### src/rtl/dmem_access_ctrl.sv
// MEM-stage data-memory sequencer: word accesses directly, sub-word stores as
// read-modify-write, sub-word loads extracted and extended, one stall per 2-cycle op.
module dmem_access_ctrl #(
  parameter int ADDR_W = 10
) (
  input  logic              clk,
  input  logic              rst,
  input  logic [1:0]        MemWrite,
  input  logic              req_load,
  input  logic [2:0]        ld_type,
  input  logic [31:0]       addr,
  input  logic [31:0]       wdata,
  output logic              stall,
  output logic [31:0]       rdata,
  output logic              rdata_valid,
  output logic              err_misaligned,
  output logic              mem_en,
  output logic              mem_we,
  output logic [ADDR_W-1:0] mem_addr,
  output logic [31:0]       mem_wdata,
  input  logic [31:0]       mem_rdata
);

  localparam logic [1:0] IDLE     = 2'd0;
  localparam logic [1:0] LD_WAIT  = 2'd1;
  localparam logic [1:0] RMW_WAIT = 2'd2;

  localparam logic [1:0] ST_SW = 2'b01;
  localparam logic [1:0] ST_SH = 2'b10;

  localparam logic [2:0] LD_LW  = 3'b001;
  localparam logic [2:0] LD_LB  = 3'b010;
  localparam logic [2:0] LD_LH  = 3'b011;
  localparam logic [2:0] LD_LBU = 3'b100;
  localparam logic [2:0] LD_LHU = 3'b101;

  logic [1:0]        state, state_nxt;
  logic [1:0]        lat_off;
  logic [2:0]        lat_ld;
  logic [15:0]       lat_sdata;
  logic              lat_half;
  logic [ADDR_W-1:0] lat_waddr;

  logic st_req, ld_req, misaligned;
  logic unused_addr_hi;

  assign unused_addr_hi = ^addr[31:ADDR_W+2];

  function automatic logic [31:0] load_extend(input logic [31:0] word,
                                              input logic [1:0]  off,
                                              input logic [2:0]  lt);
    logic signed [7:0]  sbyte;
    logic signed [15:0] shalf;
    logic signed [31:0] ext;
    sbyte = word[{off, 3'b000} +: 8];
    shalf = off[1] ? word[31:16] : word[15:0];
    ext   = '0;
    case (lt)
      LD_LB:   ext = sbyte;
      LD_LH:   ext = shalf;
      LD_LBU:  ext = {24'd0, sbyte};
      LD_LHU:  ext = {16'd0, shalf};
      default: ext = word;
    endcase
    return ext;
  endfunction

  function automatic logic [31:0] store_merge(input logic [31:0] word,
                                              input logic [15:0] data,
                                              input logic [1:0]  off,
                                              input logic        half);
    logic [31:0] merged;
    merged = word;
    if (half) merged[{off[1], 4'b0000} +: 16] = data;
    else      merged[{off, 3'b000} +: 8]      = data[7:0];
    return merged;
  endfunction

  always_comb begin
    state_nxt      = state;
    stall          = 1'b0;
    rdata          = '0;
    rdata_valid    = 1'b0;
    err_misaligned = 1'b0;
    mem_en         = 1'b0;
    mem_we         = 1'b0;
    mem_addr       = '0;
    mem_wdata      = '0;
    st_req         = (MemWrite != 2'b00);
    ld_req         = req_load && (ld_type >= LD_LW) && (ld_type <= LD_LHU);
    misaligned     = 1'b0;
    case (state)
      IDLE: begin
        // Stores win over loads when the decoder flags both.
        if (st_req)
          misaligned = ((MemWrite == ST_SW) && (addr[1:0] != 2'b00)) ||
                       ((MemWrite == ST_SH) && addr[0]);
        else if (ld_req)
          misaligned = ((ld_type == LD_LW) && (addr[1:0] != 2'b00)) ||
                       (((ld_type == LD_LH) || (ld_type == LD_LHU)) && addr[0]);
        err_misaligned = misaligned;
        if (!misaligned && (st_req || ld_req)) begin
          mem_en   = 1'b1;
          mem_addr = addr[ADDR_W+1:2];
          if (st_req && (MemWrite == ST_SW)) begin
            mem_we    = 1'b1;
            mem_wdata = wdata;
          end else begin
            stall     = 1'b1;
            state_nxt = st_req ? RMW_WAIT : LD_WAIT;
          end
        end
      end
      LD_WAIT: begin
        rdata_valid = 1'b1;
        rdata       = load_extend(mem_rdata, lat_off, lat_ld);
        state_nxt   = IDLE;
      end
      RMW_WAIT: begin
        mem_en    = 1'b1;
        mem_we    = 1'b1;
        mem_addr  = lat_waddr;
        mem_wdata = store_merge(mem_rdata, lat_sdata, lat_off, lat_half);
        state_nxt = IDLE;
      end
      default: state_nxt = IDLE;
    endcase
  end

  // Request fields are captured only on the IDLE -> WAIT transition.
  always_ff @(posedge clk or negedge rst) begin
    if (!rst) begin
      state     <= IDLE;
      lat_off   <= '0;
      lat_ld    <= '0;
      lat_sdata <= '0;
      lat_half  <= 1'b0;
      lat_waddr <= '0;
    end else begin
      state <= state_nxt;
      if ((state == IDLE) && (state_nxt != IDLE)) begin
        lat_off   <= addr[1:0];
        lat_ld    <= ld_type;
        lat_sdata <= wdata[15:0];
        lat_half  <= (MemWrite == ST_SH);
        lat_waddr <= addr[ADDR_W+1:2];
      end
    end
  end

endmodule

### config.mk
export PLATFORM = sky130hd
export DESIGN_NAME = dmem_access_ctrl
export DESIGN_NICKNAME = d
export VERILOG_FILES = /design/src/rtl/dmem_access_ctrl.sv
export SDC_FILE = /design/constraint.sdc
export NUM_CORES = 1
export LEC_CHECK = 0
export CAP_MARGIN = 30
export CELL_PAD_IN_SITES_DETAIL_PLACEMENT = 1
export CELL_PAD_IN_SITES_GLOBAL_PLACEMENT = 1
export CORE_ASPECT_RATIO = 2
export CORE_MARGIN = 10
export CORE_UTILIZATION = 31
export CTS_CLUSTER_DIAMETER = 100
export DETAILED_ROUTE_END_ITERATION = 10
export GPL_TIMING_DRIVEN = 0
export MAX_ROUTING_LAYER = met4
export PLACE_DENSITY_LB_ADDON = 0.1
export SYNTH_ARGS = -nofsm -noshare
export SYNTH_HDL_FRONTEND = slang
export SYNTH_SLANG_ARGS = --single-unit
### constraint.sdc
create_clock -name clk -period 3.1 [get_ports clk]
set_input_delay 0.62 -clock clk [delete_from_list [all_inputs] [get_ports clk]]
set_output_delay 0.62 -clock clk [all_outputs]
set_load 0.02 [all_outputs]
# [After elaboration in Yosys (flattened, before gate mapping)]
# Index checks and enable logic that the tools add are counted.
[op_classes] shift=5 mux=28 div_mod_pow=0 n_addsub=2 reduce_logical=18 eq_ne=11 bitwise=0 n_mul=0 order_cmp=2
[ops] op="$mux W32" count=4
[ops] op="$pmux W32 S4" count=1
[ops] op="$bwmux W32" count=2
[ops] op="$pmux W32 S2" count=1
[ops] op="$shift A16 B7 Y32 const A" count=1
[ops] op="$shift A8 B7 Y32 const A" count=1
[ops] op="$shiftx A16 B7 Y32" count=1
[ops] op="$shiftx A32 B6 Y8" count=1
[ops] op="$shiftx A8 B7 Y32" count=1
[ops] op="$pmux W10 S2" count=1
[ops] op="$mux W16" count=1
[ops] op="$neg A5 Y7" count=2
[ops] op="$mux W1" count=11
[ops] op="$mux W10" count=1
[ops] op="$eq A3 B2 Y1 const B" count=3
[ops] op="$eq A3 B3 Y1 const B" count=3
[ops] op="$logic_and A1 B1 Y1" count=9
[ops] op="$mux W2" count=4
[ops] op="$reduce_bool A2 Y1" count=3
[ops] op="$eq A2 B1 Y1 const B" count=2
[ops] op="$eq A2 B2 Y1 const B" count=2
[ops] op="$logic_or A1 B1 Y1" count=4
[ops] op="$pmux W1 S2" count=2
[ops] op="$eq A3 B1 Y1 const B" count=1
[ops] op="4 further kinds" count=4
[word_totals] mem_bits_rw=0 ff_bits=34 mem_bits_ro=0 n_memories=0 output_inout_bits=79 latch_bits=0 elab_cells=72

# [Depth between registers and ports, before layout]
[logic_depth] depth_word=13 depth_mapped=8 ltp_nobuf=6

# [Worst setup path before layout]
# No wires, ideal clock.
[synth_timing] kind="reg2out" from="register lat_off[1]" to="output mem_wdata[0]" slack_ns=0.072 stages_incl_launch_ff=8 t_arrival_ns=2.408 path_buffers=2 path_cell_list="dfrtp_1 > buf_2 > clkbuf_1 > inv_1 > ha_1 > nor4b_2 > a221o_1 > a32o_1"
[synth_via] elab_chain_cells=5 elab_cells_between_ends=10 classes_between="2 x add/sub; 4 x shift; 4 x mux"
[synth_rtl] item="from (decl)" line="38" rtl="logic [1:0] lat_off;"
[synth_rtl] item="from (signal assigned)" line="142" rtl="lat_off <= addr[1:0];"
[synth_rtl] item="$neg A5 Y7, on equally long branches" line="74, 75"
[synth_rtl] item="$shiftx A16 B7 Y32, or another cell as far along" line="74" rtl="if (half) merged[{off[1], 4'b0000} +: 16] = data;"
[synth_rtl] item="$bwmux W32, on equally long branches" line="74, 75"
[synth_rtl] item="$mux W32 *" line="74"
[synth_rtl] item="$pmux W32 S2 *" line="92" rtl="case (state)"
[synth_rtl] item="to (decl)" line="20" rtl="output logic [31:0] mem_wdata,"
# Every way passes the cells marked *; elsewhere a longest branch is shown, timed or not.

# [Worst setup path in the final report]
[layout_timing] from="register lat_off[1]" to="output mem_wdata[19]"
# The elaborated chain is that of the path after synthesis.

==> results.tsv <==
stage	metric	value	unit
critical_path	path_class	reg -> out	
critical_path	cp.required	2480	ps
critical_path	crit_path_start_kind	flip-flop	
power	total_power	3.73	mW
floorplanning	i_o_pins	183	
critical_path	cp.arrival	2420	ps
floorplanning	std_cell_rows	60	
floorplanning	die_w	103	um
layout	post_route_cells_drive_above_1_share	0.228	
drt	pre_repair_dr_iteration_count	5	
clock_tree	holdBufCountCts	0	
synth	synth-seq-area-share	0.198	
place	number_of_i_o_port_buffers	161	
synth	ys_types	51	
power	ir_worst_vdd	0.373	mV
drt	post_drt_via_cell_ratio	6.23	
sta	layout_worst_path_cycle_share	0.981	
place	gp_congestion	0.907	
global_route	gr-usage-all-layers	0.244	
clock_tree	clockRootBuffer	sky130_fd_sc_hd__clkbuf_16	
synth	synthesis.nets	626	
drt	drt-wirelength-per-cell	27.3	um
layout	num-nets-final	809	
drt	vias	5330	
drt	dr.first_iter.drc_count	245	
place	post-dp-hpwl	18.6	mm
clock_tree	cts_max_level	2	
critical_path	critical_path.endpoint_type	output pin	
outcome	outcome	finished, final reports clean	
global_route	antenna_found_initial	0	
flow_run	drv_cap	0	
critical_path	regToRegEndpoint	lat_waddr[7]	
critical_path	worstPathMaxFanout	10	
layout	layoutNonFillerInstCount	856	
floorplanning	floorplan.initialDensity	0.317	
clock_tree	clk_path_buf_depth	2	
global_route	global_route.overflow_total	0	
sta	setup_tns	0	ps
critical_path	r2r_start	state[0]	
sta	setup_ws	57.9	ps
sta	peak_freq	0.329	GHz
clock_tree	cts_buf_count	5	
worst_hold_path	min_path_type	in -> async	
critical_path	rrSetupSlack	1080	ps
global_route	largest_net_degree_at_the_start_of_global_routing	35	
drt	wl	23.4	mm
clock_tree	clock_latency	290	ps
sta	finalWorstPathRequiredPeriod	3040	ps
layout	antenna_cells	0	
place	placed_area	6090	um^2
synth	ys_seq_elements	34	
sta	finalHoldViolations	0	
sta	clock_skew	4.80	ps
place	detailedPlace.worstSlack	-1240	ps
place	dpl.cell_count	833	
synth	syn-mean-instance-area	8.29	um^2
sta	setup_viol_count_final	0	
clock_tree	cts.sink_count	34	
floorplanning	die_area	19200	um^2
synth	ys_warn_count	0	
floorplanning	floorplan.die.height	186	um
layout	finish.instance_area	6390	um^2
drt	drc_errors	0	
sta	slew_limit_headroom	0.413	
synth	netlist_instances	517	
power	pwr_density_cell	583	nW/um^2
power	static-leakage-power	2.75	nW
floorplanning	core-area	13500	um^2
global_route	grt_first_pass_wirelength	35.4	mm
synth	syn_area	4290	um^2
clock_tree	tritoncts	built	
global_route	vias_in_the_first_global_route	5942	
sta	actual_slew_at_the_worst_max_slew_pin	880	ps
layout	area_delta_synth_final	49.0	%
sta	slew_violations	0	
drt	route.antenna.remaining_nets	0	
clock_tree	clk_pin_slew_worst_paths	60	ps
critical_path	rr_worst_depth	6	
==> worst max path at each step <==
| stage | cells past startpoint | to | from | slack (ps) |
|---|---|---|---|---|
| after floorplan | 7 | mem_wdata[0] | lat_off[1] | 70 |
| after global placement | 8 | mem_wdata[7] | lat_off[1] | -1220 |
| after detailed placement | 8 | mem_wdata[4] | lat_off[1] | -1240 |
| after CTS | 8 | mem_addr[7] | MemWrite[0] | 4 |
| after global routing | 8 | mem_addr[8] | MemWrite[0] | -5 |
| final | 9 | mem_wdata[19] | lat_off[1] | 60 |
==> critical path: stages (launching register included) <==
cell                        delay [ps]
sky130_fd_sc_hd__dfrtp_1           420
sky130_fd_sc_hd__buf_6             160
sky130_fd_sc_hd__clkbuf_16         170
sky130_fd_sc_hd__inv_4              90
sky130_fd_sc_hd__ha_4              230
sky130_fd_sc_hd__nor4b_4           130
sky130_fd_sc_hd__buf_4             190
sky130_fd_sc_hd__a221o_1           320
sky130_fd_sc_hd__a32o_1            270
sky130_fd_sc_hd__buf_2             160
==> flip-flops by register name, summed over array words and instances, names as in the netlist <==
register / cells
lat_sdata: 16
lat_waddr: 10
lat_ld: 3
lat_off: 2
state: 2
lat_half: 1
==> power breakdown <==
group          total, mW  leakage [nW]  switching (mW)  internal [mW]
sequential         0.746         0.381           0.177          0.569
clock              0.523        0.0739           0.204          0.319
combinational       2.46          2.29            1.43           1.03
total               3.73          2.75            1.81           1.91
==> logic make-up after synthesis <==
group / after synthesis / share of synthesized area
XOR/XNOR: 2 / 0.00409
buffers and inverters: 92 / 0.0919
multiplexers: 55 / 0.140
flip-flops: 34 / 0.198
adder cells (fa/ha/maj): 5 / 0.0146
AND/OR/NAND/NOR: 158 / 0.198
AO/OA/AOI/OAI: 171 / 0.353
==> synth_stat cells (all sizes together) <==
| cell type | number | area, um^2 |
|---|---|---|
| a22o | 10 | 87.6 |
| a2111oi | 2 | 36.3 |
| nand2 | 76 | 285 |
| a32o | 32 | 320 |
| clkbuf | 37 | 139 |
| a21o | 1 | 7.51 |
| nand2b | 3 | 18.8 |
| and3 | 1 | 6.26 |
| o2111a | 1 | 11.3 |
| o21a | 20 | 150 |
| nor2b | 5 | 31.3 |
| a311oi | 2 | 23.8 |
| inv | 33 | 124 |
| dfrtp | 34 | 851 |
| clkinv | 3 | 11.3 |
| buf | 19 | 120 |
| a2bb2oi | 1 | 8.76 |
| o22ai | 7 | 43.8 |
| or2 | 4 | 25.0 |
| nand3b | 1 | 7.51 |
| o311ai | 31 | 272 |
| nor3b | 1 | 7.51 |
| and3b | 2 | 17.5 |
| a211oi | 7 | 52.6 |
| o211a | 1 | 10.0 |
| o21bai | 1 | 7.51 |
| ha | 5 | 62.6 |
| nor2 | 21 | 78.8 |
| and2 | 1 | 6.26 |
| a221o | 32 | 320 |
| o21ai | 2 | 10.0 |
| nand4 | 1 | 6.26 |
| mux2 | 39 | 439 |
| nor4 | 1 | 12.5 |
| o211ai | 17 | 128 |
| a21oi | 2 | 10.0 |
| nor3 | 7 | 35.0 |
| nand4b | 31 | 272 |
| mux2i | 16 | 160 |
| xor2 | 2 | 17.5 |
| a22oi | 2 | 15.0 |
| and4b | 1 | 10.0 |
| nor4b | 2 | 30.0 |
==> cell usage in the layout (no fill, tap or decap), types with 27 or more instances in the layout <==
master                            synthesis  routed
sky130_fd_sc_hd__nand2_1                 76      76
sky130_fd_sc_hd__dlygate4sd2_1            0      27
sky130_fd_sc_hd__a221o_1                 32      32
sky130_fd_sc_hd__a32o_1                  32      32
sky130_fd_sc_hd__nand4b_1                31      31
sky130_fd_sc_hd__clkbuf_1                37      30
sky130_fd_sc_hd__inv_1                   32      31
sky130_fd_sc_hd__dfrtp_1                 34      33
sky130_fd_sc_hd__mux2_2                  37      36
sky130_fd_sc_hd__buf_2                    6      37
sky130_fd_sc_hd__o311ai_1                28      28
sky130_fd_sc_hd__clkdlybuf4s50_1          0      80
==> final cells by class <==
| cell class | count | area (um^2) |
|---|---|---|
| clock inverters | 1 | 5.00 |
| flip-flops and latches | 34 | 852 |
| repair buffers | 179 | 1560 |
| well taps | 155 | 194 |
| clock buffers | 7 | 143 |
| multi-input cells | 391 | 3160 |
| fillers | 1641 | 7130 |
| plain buffers | 53 | 325 |
| inverters | 36 | 146 |
==> metal layers <==
| layer | track usage | routed length [um] |
|---|---|---|
| met1 | 0.242 | 8280 |
| met4 | 0.138 | 1270 |
| met5 | - | 0 |
| met2 | 0.435 | 12600 |
| met3 | 0.0288 | 1270 |
==> per-stage QoR <==
stage | util | hold slack (ps)
after floorplan | - | 324
after global placement | 0.451 | 573
after detailed placement | 0.451 | 590
after CTS | 0.470 | 477
after global routing | 0.473 | 507
final | 0.473 | 440
==> timing repair <==
action / in CTS / in global routing
gates resized for setup: 250 / 28
setup endpoints to repair: 79 / 70
hold endpoints to repair: 0 / 0
pin swaps: 11 / 4
setup buffers: 14 / 4
Note: power is estimated with default switching activity, not from simulation.
